$ cat config.mk
export PLATFORM = sky130hd
export DESIGN_NAME = imem_loader
export DESIGN_NICKNAME = d
export VERILOG_FILES = /design/src/rtl/imem_loader_pkg.sv /design/src/rtl/imem_byte_packer.sv /design/src/rtl/imem_loader.sv
export SDC_FILE = /design/constraint.sdc
export NUM_CORES = 1
export LEC_CHECK = 0
export ABC_AREA = 1
export BUFFER_PORTS_ARGS = -buffer_cell sky130_fd_sc_hd__buf_2
export CAP_MARGIN = 20
export CORE_ASPECT_RATIO = 1.5
export CORE_UTILIZATION = 39
export CTS_CLUSTER_DIAMETER = 60
export CTS_CLUSTER_SIZE = 28
export DETAILED_ROUTE_END_ITERATION = 6
export PLACE_DENSITY_LB_ADDON = 0.12
export SETUP_SLACK_MARGIN = 0.02
export SKIP_LAST_GASP = 1
export SLEW_MARGIN = 20
export SYNTH_ARGS = -nofsm -noshare
export SYNTH_HDL_FRONTEND = slang
export SYNTH_SLANG_ARGS = --single-unit
$ cat constraint.sdc
create_clock -name clk -period 3.55 [get_ports clk]
set_input_delay 0.1775 -clock clk [delete_from_list [all_inputs] [get_ports clk]]
set_output_delay 0.1775 -clock clk [all_outputs]
set_load 0.02 [all_outputs]
$ cat src/rtl/imem_loader_pkg.sv
// Shared state encoding and byte/header constants for the instruction-memory loader.
// Build option: LOADER_CHECKSUM_EN widens the state type to make room for the CHK state.
package imem_loader_pkg;

    localparam int unsigned BYTE_W    = 8;
    localparam int unsigned HDR_BYTES = 2;
    localparam int unsigned CNT_W     = HDR_BYTES * BYTE_W;

`ifdef LOADER_CHECKSUM_EN
    typedef enum logic [3:0] {
        IDLE,
        HDR_HI,
        HDR_LO,
        DAT_HI,
        DAT_LO,
        WRITE,
        DONE,
        ERR,
        CHK
    } state_t;
`else
    typedef enum logic [2:0] {
        IDLE,
        HDR_HI,
        HDR_LO,
        DAT_HI,
        DAT_LO,
        WRITE,
        DONE,
        ERR
    } state_t;
`endif

endpackage

$ cat src/rtl/imem_byte_packer.sv
// Assembles consecutive bytes into a big-endian 16-bit word; word_valid_o pulses
// for one cycle after the low byte is taken, with word_o held stable until the next high byte.
module imem_byte_packer
    import imem_loader_pkg::*;
(
    input  logic              clk,
    input  logic              rst_n,
    input  logic              clr_i,
    input  logic              byte_valid_i,
    input  logic [BYTE_W-1:0] byte_i,
    output logic [CNT_W-1:0]  word_o,
    output logic              word_valid_o
);

    logic [CNT_W-1:0] word_q, word_d;
    logic             phase_q, phase_d;
    logic             valid_q, valid_d;

    always_comb begin
        word_d  = word_q;
        phase_d = phase_q;
        valid_d = 1'b0;
        if (clr_i) begin
            phase_d = 1'b0;
        end else if (byte_valid_i) begin
            if (!phase_q) begin
                word_d[CNT_W-1:BYTE_W] = byte_i;
                phase_d                = 1'b1;
            end else begin
                word_d[BYTE_W-1:0] = byte_i;
                phase_d            = 1'b0;
                valid_d            = 1'b1;
            end
        end
    end

    always_ff @(posedge clk or negedge rst_n) begin
        if (!rst_n) begin
            word_q  <= '0;
            phase_q <= 1'b0;
            valid_q <= 1'b0;
        end else begin
            word_q  <= word_d;
            phase_q <= phase_d;
            valid_q <= valid_d;
        end
    end

    assign word_o       = word_q;
    assign word_valid_o = valid_q;

endmodule

$ cat src/rtl/imem_loader.sv
// Boot-time program loader: byte stream -> 16-bit big-endian instruction words, core held until done.
// Build option: LOADER_CHECKSUM_EN adds a trailing XOR checksum byte checked in state CHK.
module imem_loader
    import imem_loader_pkg::*;
#(
    parameter int unsigned ADDR_W = 8,
    parameter int unsigned DATA_W = 16
) (
    input  logic              clk,
    input  logic              rst,
    input  logic              start,
    input  logic              in_valid,
    input  logic [BYTE_W-1:0] in_data,
    output logic              in_ready,
    output logic              mem_we,
    output logic [ADDR_W-1:0] mem_addr,
    output logic [DATA_W-1:0] mem_wdata,
    output logic              cpu_hold,
    output logic              done,
    output logic              err
);

    // Full depth (N == 2**ADDR_W) is legal, so the limit needs one bit more than the count.
    localparam logic [CNT_W:0] DEPTH = {{CNT_W{1'b0}}, 1'b1} << ADDR_W;

`ifdef LOADER_CHECKSUM_EN
    localparam state_t LAST_ST = CHK;
    logic [BYTE_W-1:0] sum_q, sum_d;
`else
    localparam state_t LAST_ST = DONE;
`endif

    state_t            state_q, state_d;
    logic [CNT_W-1:0]  count_q, count_d;
    logic [ADDR_W-1:0] addr_q, addr_d;
    logic              done_q, done_d;
    logic              err_q, err_d;
    logic              hold_q, hold_d;
    logic              pk_clr, pk_valid;
    logic [CNT_W-1:0]  pk_word;
    logic              pk_word_valid;
    logic [CNT_W-1:0]  n_hdr;

    assign n_hdr = {count_q[CNT_W-1:BYTE_W], in_data};

    imem_byte_packer u_packer (
        .clk          (clk),
        .rst_n        (rst),
        .clr_i        (pk_clr),
        .byte_valid_i (pk_valid),
        .byte_i       (in_data),
        .word_o       (pk_word),
        .word_valid_o (pk_word_valid)
    );

    always_comb begin
        state_d  = state_q;
        count_d  = count_q;
        addr_d   = addr_q;
        in_ready = 1'b0;
        pk_clr   = 1'b0;
        pk_valid = 1'b0;
`ifdef LOADER_CHECKSUM_EN
        sum_d    = sum_q;
`endif
        case (state_q)
            IDLE, DONE, ERR: begin
                if (start) begin
                    state_d = HDR_HI;
                    addr_d  = '0;
                    pk_clr  = 1'b1;
`ifdef LOADER_CHECKSUM_EN
                    sum_d   = '0;
`endif
                end
            end
            HDR_HI: begin
                in_ready = 1'b1;
                if (in_valid) begin
                    count_d[CNT_W-1:BYTE_W] = in_data;
                    state_d                 = HDR_LO;
                end
            end
            HDR_LO: begin
                in_ready = 1'b1;
                if (in_valid) begin
                    count_d = n_hdr;
                    if (n_hdr == '0)
                        state_d = LAST_ST;
                    else if ({1'b0, n_hdr} > DEPTH)
                        state_d = ERR;
                    else
                        state_d = DAT_HI;
                end
            end
            DAT_HI, DAT_LO: begin
                in_ready = 1'b1;
                if (in_valid) begin
                    pk_valid = 1'b1;
                    state_d  = (state_q == DAT_HI) ? DAT_LO : WRITE;
`ifdef LOADER_CHECKSUM_EN
                    sum_d    = sum_q ^ in_data;
`endif
                end
            end
            WRITE: begin
                addr_d  = addr_q + ADDR_W'(1);
                count_d = count_q - CNT_W'(1);
                state_d = (count_q == CNT_W'(1)) ? LAST_ST : DAT_HI;
            end
`ifdef LOADER_CHECKSUM_EN
            CHK: begin
                in_ready = 1'b1;
                if (in_valid)
                    state_d = (in_data == sum_q) ? DONE : ERR;
            end
`endif
            default: state_d = IDLE;
        endcase
    end

    // Status flags follow the next state so they are valid the cycle a terminal state is entered.
    always_comb begin
        done_d = (state_d == DONE);
        err_d  = (state_d == ERR);
        hold_d = (state_d != DONE);
    end

    always_ff @(posedge clk or negedge rst) begin
        if (!rst) begin
            state_q <= IDLE;
            count_q <= '0;
            addr_q  <= '0;
            done_q  <= 1'b0;
            err_q   <= 1'b0;
            hold_q  <= 1'b1;
`ifdef LOADER_CHECKSUM_EN
            sum_q   <= '0;
`endif
        end else begin
            state_q <= state_d;
            count_q <= count_d;
            addr_q  <= addr_d;
            done_q  <= done_d;
            err_q   <= err_d;
            hold_q  <= hold_d;
`ifdef LOADER_CHECKSUM_EN
            sum_q   <= sum_d;
`endif
        end
    end

    assign mem_we    = pk_word_valid;
    assign mem_addr  = addr_q;
    assign mem_wdata = pk_word;
    assign cpu_hold  = hold_q;
    assign done      = done_q;
    assign err       = err_q;

endmodule

==> summary.md, run 1 <==
| Metric | Value |
|---|---|
| Die Wd | `69.2 um` |
| Final nets | `just under 400` |
| Post-Synth Adder-Cell Area | `1.42%` |
| Synth Area in Simple Gates | `between 20% and 30%` |
| Worst Tran Pin Value | `628 ps` |
| TritonRoute pass-1 iters | `4` |
| Fmax | `between 400 and 500 MHz` |
| Slew HR | `58.1%` |
| Switching portion of total power | `45.2%` |
| Mapped cell area | `2650 um2` |
| CP Max Fanout | `29` |
| Gate power share | `between 40% and 50%` |
| Die Y-Extent | `~100 um` |
| CTS sink cnt | `48` |
| Seq pwr share | `a little under two fifths` |
| Pin count of the biggest net entering global routing | `between 40 and 50` |
| Warnings, synthesis | `0` |
| # setup viols final | `0` |
| Largest family of logic cells by synthesized area | `simple AND/OR/NAND/NOR gates` |
| DR iter-0 viols | `97` |
| Switching pwr | `approximately 1.1 mW` |
| Fin. Hold Viols | `0` |
| Placed cell count | `~440` |
| Clock latency on the worst-skew pair | `between 300 and 400 ps` |
| Count of flip-flops with a built-in enable after synthesis | `0` |
| RSZ-0062 raised after global routing | `no` |
| Cells after Synth | `between 300 and 400` |
| Initial Util | `roughly two fifths` |
| Worst EP required | `roughly 3800 ps` |
| Hold WC Path Type | `in -> reg` |
| Setup TNS | `0 ps` |
| Yosys cell types | `36` |
| Setup crit end | `count_q[12]` |
| Gpl congestion | `0.911` |
| Share of post-route cells with drive strength above 1 | `a little over a fifth` |
| Leakage | `between 1.5 and 2 nW` |
| Reg2reg start | `state_q[0]` |
| GRT Total Usage | `between 15 and 20%` |
| Root buf cell | `clkbuf_8` |
| Setup Fix Bufs, Post-CTS | `0` |
| Final Cycle Share | `a little over three fifths` |
| Clock skew | `approximately 8.5 ps` |
| Critical-path top delay cell | `inv_1` |
| Total gr overflow | `0` |
| Biggest area consumer among synthesized cells | `dfrtp_1` |
| Slew Limit Fails | `0` |
| Inserted Clock Buffers | `5` |
| Compound-Gate Fraction of Synth Area | `approximately 16%` |
| Reg2Reg Setup Slack | `about 1300 ps` |
| Reg2Reg Depth | `9` |
| P_int | `roughly 1.4 mW` |
| Post-Layout Cell Count | `roughly 450` |
| Commonest non-fill, non-tap cell in the layout | `nand2_1` |
| Vias | `2253` |
| N_diodes | `0` |
| H-tree Lvls | `2` |
| Pwr dens | `between 800 and 900 nW/um2` |
| Post_cts resized | `0` |
| Std cell rows | `36` |
| DRC | `0` |
| Clk pwr share | `16.5%` |
| TritonCTS clock tree | `done` |
| Prevailing post-synth register cell | `dfrtp_1` |
| Design area | `3020 um2` |
| # IOs | `41` |
| Status | `complete, no violations` |
| Max Cap Viol | `0` |
| #FFs+latches synth | `48` |
| Fraction of registers with async set or reset after synthesis | `100%` |
| CP peak stage delay | `~610 ps` |
| Main area contributors after synthesis | `dfrtp_1 44%, nand2_1 13%, nor2_1 6.0%, inv_1 5.8%, o21ai_2 5.6%` |
| Area Overhead vs Synth | `14.0%` |
| Worst Path Class, Setup | `reg -> reg` |
| Antenna viol nets, final | `0` |
| FF-to-FF End | `count_q[12]` |
| Mux cell area share after synthesis | `less than 1%` |
| Number of fill cells | `around 670` |
| Routed Wire Length | `around 6400 um` |
| XOR/XNOR Fraction of Synth Area | `between 2 and 2.5%` |
| DR vias/cell | `4.98` |
| Sequential fraction of the synthesis area | `45.5%` |
| Syn nets | `about 350` |
| Placeable core area | `between 6000 and 7000 um2` |
| Setup crit end kind | `flop` |
| Most frequent cells in the layout | `90 x nand2_1, 47 x dfrtp_1, 42 x nor2_1` |
| Clock-pin slew on the worst setup and hold paths | `roughly 100 ps` |
| Drt wl/cell | `between 10 and 15 um` |
| Minimum clock period | `2220 ps` |
| Vias in the first global route | `roughly 2200` |
| Global-route wire length before repair | `~11000 um` |
| Syn avg cell area | `between 7 and 8 um2` |
| Maximum root-to-sink buffer count | `2` |
| Synth top area share | `between 40% and 50%` |
| Crit-path cells | `inv_2, nor2_4, nand2_2, inv_1, a21oi_1, o21ai_1, nand2_1, o21ai_1, inv_1` |
| VDD IR max | `~330 uV` |
| Layout Utilization | `46.2%` |
| DP HPWL | `between 4000 and 5000 um` |
| Worst Setup SP | `state_q[0]` |
| I/O Buffers | `40` |
| Crit path launch type | `flop` |
| DIE AREA | `just over 7000 um2` |
| Worst path arrival time | `approximately 2400 ps` |
| Placed cell areas | `between 2000 and 3000 um2` |
| Initial antenna violation count | `0` |
power by group through the flow:
| stage | clock (mW) | sequential (mW) | combinational [mW] |
|---|---|---|---|
| 3_3_place_gp | 0 | 0.938 | 1.15 |
| 4_1_cts | 0.428 | 0.931 | 1.16 |
| 2_1_floorplan | 0 | 1.03 | 0.761 |
| 5_1_grt | 0.449 | 0.955 | 1.30 |
| 6_report | 0.411 | 0.928 | 1.15 |
| 3_5_place_dp | 0 | 0.940 | 1.16 |
cells in the mapped netlist, types with 3 or more instances:
master and instances:
o21ai_0 17, inv_1 41, o21ai_2 17, o211ai_1 3, o21ai_1 4, ha_1 3, nand2_1 90, a21oi_1 5
dfrtp_1 47, nor3_1 4, nand3_1 15, buf_6 4, nor2_1 42, inv_2 3, a22oi_1 3, xor2_1 5
state kept, by name (all words and copies together), names as in the netlist:
signal and flops:
u_packer.phase_q 1, mem_addr 8, u_packer.word_o 16, count_q 16, state_q 3, cpu_hold 1
done 1, err 1, u_packer.word_valid_o 1
final cells by class:
class	instances	area [um2]	share of cell area, %
multi-input combinational	234	1220	40.5
sequential	48	1200	39.9
timing repair buffer	42	218	7.22
inverter	44	165	5.48
tap	76	95.1	3.15
clock buffer	5	68.8	2.28
clock inverter	3	46.3	1.54
stage by stage:
step	power (mW)	hold slack [ps]	worst slack, ps
3_3_place_gp	2.09	325	1410
3_5_place_dp	2.10	330	1320
5_1_grt	2.71	172	1090
6_report	2.49	171	1330
4_1_cts	2.52	169	1310
2_1_floorplan	1.79	-118	2090
how the worst min path moves through the flow:
stage,slack [ps],startpoint,cells past startpoint,endpoint
finish,170,in_data[2],3,u_packer.word_o[10]
global route,170,in_data[2],3,u_packer.word_o[2]
CTS,170,in_data[2],3,u_packer.word_o[10]
detailed placement,330,rst,2,count_q[15]
global placement,330,rst,2,count_q[15]
floorplan,-120,rst,0,count_q[0]
cell families after synthesis:
family / count (synthesis)
AO/OA/AOI/OAI: 60
buffers and inverters: 50
XOR/XNOR: 7
AND/OR/NAND/NOR: 162
flip-flops: 48
multiplexers: 2
adder cells (fa/ha/maj): 3
critical path, delay by kind of cell (launching register included):
| kind | cells | cell delay, ps |
|---|---|---|
| compound gates | 3 | 380 |
| buf+inv | 3 | 750 |
| flops | 1 | 430 |
| simple gates | 3 | 560 |
timing repair:
action                                  4_1_cts  5_1_grt
hold endpoints to repair                     47        0
endpoints found under the setup margin        0        0
hold buffers                                  1        0
routing by layer:
metal  share of wire (%)  routed length, um  global-route usage [%]  up-vias
met5                   0                  0                       0        -
met4                 2.6                165                    8.63        0
met3                 3.5                221                    3.52       13
met2                  52               3320                    34.9       49
met1                  42               2680                    22.1     1038
li1                    -                  -                       -     1153
Note: power is estimated with default switching activity, not from simulation.
==> run 2, diff against run 1 <==
--- a/config.mk
+++ b/config.mk
@@ -5,7 +5,7 @@
 export SDC_FILE = /design/constraint.sdc
 export NUM_CORES = 1
 export LEC_CHECK = 0
-export ABC_AREA = 1
+export ABC_AREA = 0
 export BUFFER_PORTS_ARGS = -buffer_cell sky130_fd_sc_hd__buf_2
 export CAP_MARGIN = 20
 export CORE_ASPECT_RATIO = 1.5
==> constraint.sdc (replaced) <==
create_clock -name clk -period 2.1 [get_ports clk]
set_input_delay 0.105 -clock clk [delete_from_list [all_inputs] [get_ports clk]]
set_output_delay 0.105 -clock clk [all_outputs]
set_load 0.02 [all_outputs]
==> run 2 against run 1 <==
Clock-buffer cell count is 3 higher. First-iteration DRC count is 34% higher. Synthesized cell count fell by 20%. Clock skew increased by 3.7 ps. Non-clock buffer count grew 13. Die area fell by 2.2%. Via count fell by 3.2%. Clock power is 30% higher. Register-to-register slack got worse by 1100 ps. Largest power group unchanged.
==> summary.md, run 2 <==
| Metric | Value |
|---|---|
| Status | `complete, no violations (unchanged)` |
| Most frequent cells in the layout | `47 x dfrtp_1, 40 x buf_2, 24 x o21ai_0 (was 90 x nand2_1, 47 x dfrtp_1, 42 x nor2_1)` |
| GRT Total Usage | `20.0% (was 19.2%)` |
| Final nets | `327 (was 390)` |
| Layout Utilization | `46.7% (was 46.2%)` |
| Worst EP required | `2290 ps (was 3760 ps)` |
| Synth top area share | `45.5% (was 44.5%)` |
| Placeable core area | `6440 um2 (was 6530 um2)` |
| Hold-fix buffers, CTS | `1 (unchanged)` |
| Reg2Reg Depth | `5 (was 9)` |
| CP Max Fanout | `6 (was 29)` |
| Syn avg cell area | `9.75 um2 (was 7.97 um2)` |
| Fmax | `528 MHz (was 450 MHz)` |
| Slew Limit Fails | `0 (unchanged)` |
| DRC | `0 (unchanged)` |
| Prevailing post-synth register cell | `dfrtp_1 (unchanged)` |
| DP HPWL | `4600 um (was 4720 um)` |
| Setup Fix Bufs, Post-CTS | `0 (unchanged)` |
| Drt wl/cell | `16.0 um (was 14.1 um)` |
| Worst path arrival time | `2080 ps (was 2430 ps)` |
| Pwr Total | `4.19 mW (was 2.49 mW)` |
| Syn nets | `280 (was 347)` |
| Routed Wire Length | `6220 um (was 6390 um)` |
| Fraction of registers with async set or reset after synthesis | `100% (unchanged)` |
| Area Overhead vs Synth | `16.5% (was 14.0%)` |
| Clk pwr share | `12.8% (was 16.5%)` |
| Crit path launch type | `flop (unchanged)` |
| I/O Buffers | `40 (unchanged)` |
| Seq pwr share | `40.9% (was 37.3%)` |
| Minimum clock period | `1890 ps (was 2220 ps)` |
| Cells after Synth | `265 (was 332)` |
| DR vias/cell | `5.61 (was 4.98)` |
| Sequential fraction of the synthesis area | `46.5% (was 45.5%)` |
| Clock latency on the worst-skew pair | `310 ps (about the same)` |
| Vias | `2181 (was 2253)` |
| Gate power share | `46.3% (was 46.1%)` |
| Commonest non-fill, non-tap cell in the layout | `dfrtp_1 (was nand2_1)` |
| Post-Layout Cell Count | `389 (was 452)` |
| H-tree Lvls | `2 (unchanged)` |
| Hold Path End | `state_q[1] (was u_packer.word_o[10])` |
| Worst Path Class, Setup | `reg -> reg (unchanged)` |
| Cell family with most CP delay | `compound AO/OA/AOI/OAI gates (was buffers and inverters)` |
| Reg2Reg Setup Slack | `210 ps (was 1330 ps)` |
| DIE AREA | `6960 um2 (was 7120 um2)` |
| Count of flip-flops with a built-in enable after synthesis | `0 (unchanged)` |
| # setup viols final | `0 (unchanged)` |
| Slew HR | `50.3% (was 58.1%)` |
| Hold depth | `2 (was 3)` |
| DR iter-0 viols | `130 (was 97)` |
| TritonRoute pass-1 iters | `4 (unchanged)` |
| Antenna viol nets, final | `0 (unchanged)` |
| P_int | `2.38 mW (was 1.36 mW)` |
| RSZ-0062 raised after global routing | `no (unchanged)` |
| Gpl congestion | `0.814 (was 0.911)` |
| Inserted Clock Buffers | `5 (unchanged)` |
| Root buf cell | `clkbuf_8 (unchanged)` |
| TritonCTS clock tree | `done (unchanged)` |
| Global-route wire length before repair | `10200 um (was 10700 um)` |
| Critical-path top delay cell | `dfrtp_1 (was inv_1)` |
| Share of post-route cells with drive strength above 1 | `24.6% (was 21.5%)` |
| CP peak stage delay | `430 ps (was 610 ps)` |
| Placed cell count | `380 (was 443)` |
| Stages on worst setup path | `5 (was 9)` |
| Pwr dens | `1390 nW/um2 (was 824 nW/um2)` |
| Crit-path cells | `or3_4, nand2b_4, a22o_1, o31ai_1, o21ba_1 (was inv_2, nor2_4, nand2_2, inv_1, a21oi_1, o21ai_1, nand2_1, o21ai_1, inv_1)` |
| Hold WC Path Type | `in -> reg (unchanged)` |
| Leakage | `1.37 nW (was 1.55 nW)` |
| Setup TNS | `0 ps (unchanged)` |
| Setup crit end kind | `flop (unchanged)` |
| Clock skew | `12.2 ps (was 8.53 ps)` |
| Hold path start | `start (was in_data[2])` |
| Placed cell areas | `2920 um2 (was 2890 um2)` |
| N_diodes | `0 (unchanged)` |
| Clock-pin slew on the worst setup and hold paths | `80 ps (was 100 ps)` |
| Initial Util | `40.1% (was 40.5%)` |
| Total gr overflow | `0 (unchanged)` |
| Switching pwr | `1.81 mW (was 1.12 mW)` |
| Post_cts resized | `0 (unchanged)` |
| Reg2reg start | `count_q[10] (was state_q[0])` |
| Worst Tran Pin Value | `740 ps (was 628 ps)` |
| Most frequent cell after synthesis | `dfrtp_1 (was nand2_1)` |
| Max Cap Viol | `0 (unchanged)` |
| Biggest area consumer among synthesized cells | `dfrtp_1 (unchanged)` |
| Switching portion of total power | `43.1% (was 45.2%)` |
| Pin count of the biggest net entering global routing | `26 (was 49)` |
| Initial antenna violation count | `0 (unchanged)` |
| Mapped cell area | `2580 um2 (was 2650 um2)` |
| Die Y-Extent | `102 um (was 103 um)` |
| Fin. Hold Viols | `0 (unchanged)` |
| #FFs+latches synth | `48 (unchanged)` |
| Die Wd | `68.5 um (was 69.2 um)` |
| VDD IR max | `583 uV (was 331 uV)` |
| Vias in the first global route | `2075 (was 2230)` |
| # IOs | `41 (unchanged)` |
| Maximum root-to-sink buffer count | `2 (unchanged)` |
| Post-synth top cells | `47 x dfrtp_1, 24 x o21ai_0, 22 x nor2_1, 17 x a21oi_1 (was 90 x nand2_1, 47 x dfrtp_1, 42 x nor2_1, 41 x inv_1)` |
| CTS sink cnt | `48 (unchanged)` |
| Yosys cell types | `54 (was 36)` |
| Main area contributors after synthesis | `dfrtp_1 45%, mux2_1 6.1%, o21ai_0 4.6%, a21oi_1 3.3%, nor2_1 3.2% (was dfrtp_1 44%, nand2_1 13%, nor2_1 6.0%, inv_1 5.8%, o21ai_2 5.6%)` |
| Final Cycle Share | `90.1% (was 62.6%)` |
| CP bufs+invs | `0 (was 3)` |
| Std cell rows | `36 (unchanged)` |
| Design area | `3010 um2 (was 3020 um2)` |
| Warnings, synthesis | `0 (unchanged)` |
| FF-to-FF End | `done (was count_q[12])` |
[run 2: cell types whose count changed after synthesis, moves of 7 or more]
cell and delta:
nand2_1 -76, o21ai_0 +7, o21ai_2 -17, a21oi_1 +12
nor3_1 +7, mux2_1 +14, inv_1 -32, nor2_1 -20
clkbuf_1 +8
[run 2: layout make-up]
class	instances	area, um2
fill	638	3430
multi-input combinational	192	1280
sequential	48	1200
timing repair buffer	55	315
tap	76	95.1
clock buffer	8	80.1
inverter	10	37.5
[run 2: per-stage QoR]
stage	worst slack [ps]	hold WS (ps)
2_1_floorplan	361	-191
3_3_place_gp	220	152
3_5_place_dp	186	154
4_1_cts	169	64.4
5_1_grt	79.1	69.4
6_report	207	76.4
[run 2: logic make-up after synthesis]
| family | after synthesis | synth area share [%] |
|---|---|---|
| AO/OA/AOI/OAI | 74 | 18.3 |
| flip-flops | 48 | 46.5 |
| buffers and inverters | 25 | 3.97 |
| AND/OR/NAND/NOR | 93 | 20.5 |
| XOR/XNOR | 3 | 1.02 |
| multiplexers | 19 | 8.28 |
| adder cells (fa/ha/maj) | 3 | 1.45 |
[run 2: routing by layer]
layer / part of all wire (%) / GRT usage (%) / up-vias
li1: - / - / 1069
met1: 44 / 24.2 / 1063
met2: 51 / 34.1 / 37
met3: 2.8 / 3.83 / 12
met4: 2.1 / 7.69 / 0
met5: 0 / 0 / -
[run 2: how the worst max path moves through the flow]
stage	startpoint	endpoint	slack, ps
3_3_place_gp	count_q[10]	done	220
2_1_floorplan	count_q[10]	done	360
4_1_cts	count_q[10]	done	170
6_report	count_q[10]	done	210
3_5_place_dp	count_q[10]	done	190
5_1_grt	count_q[2]	done	80
[run 2: power by group through the flow]
stage	Sequential (mW)	Combinational (mW)	Clock, mW
after floorplan	1.83	1.22	0
after global placement	1.71	1.94	0
after detailed placement	1.73	1.96	0
after CTS	1.71	1.97	0.551
after global routing	1.78	2.15	0.586
final	1.71	1.94	0.535
[run 2: worst register-to-register path: cells and delay by family, from the launching register on]
| kind | cells | cell delay, ps |
|---|---|---|
| AO/OA/AOI/OAI | 3 | 780 |
| flip-flops | 1 | 430 |
| AND/OR/NAND/NOR | 2 | 580 |
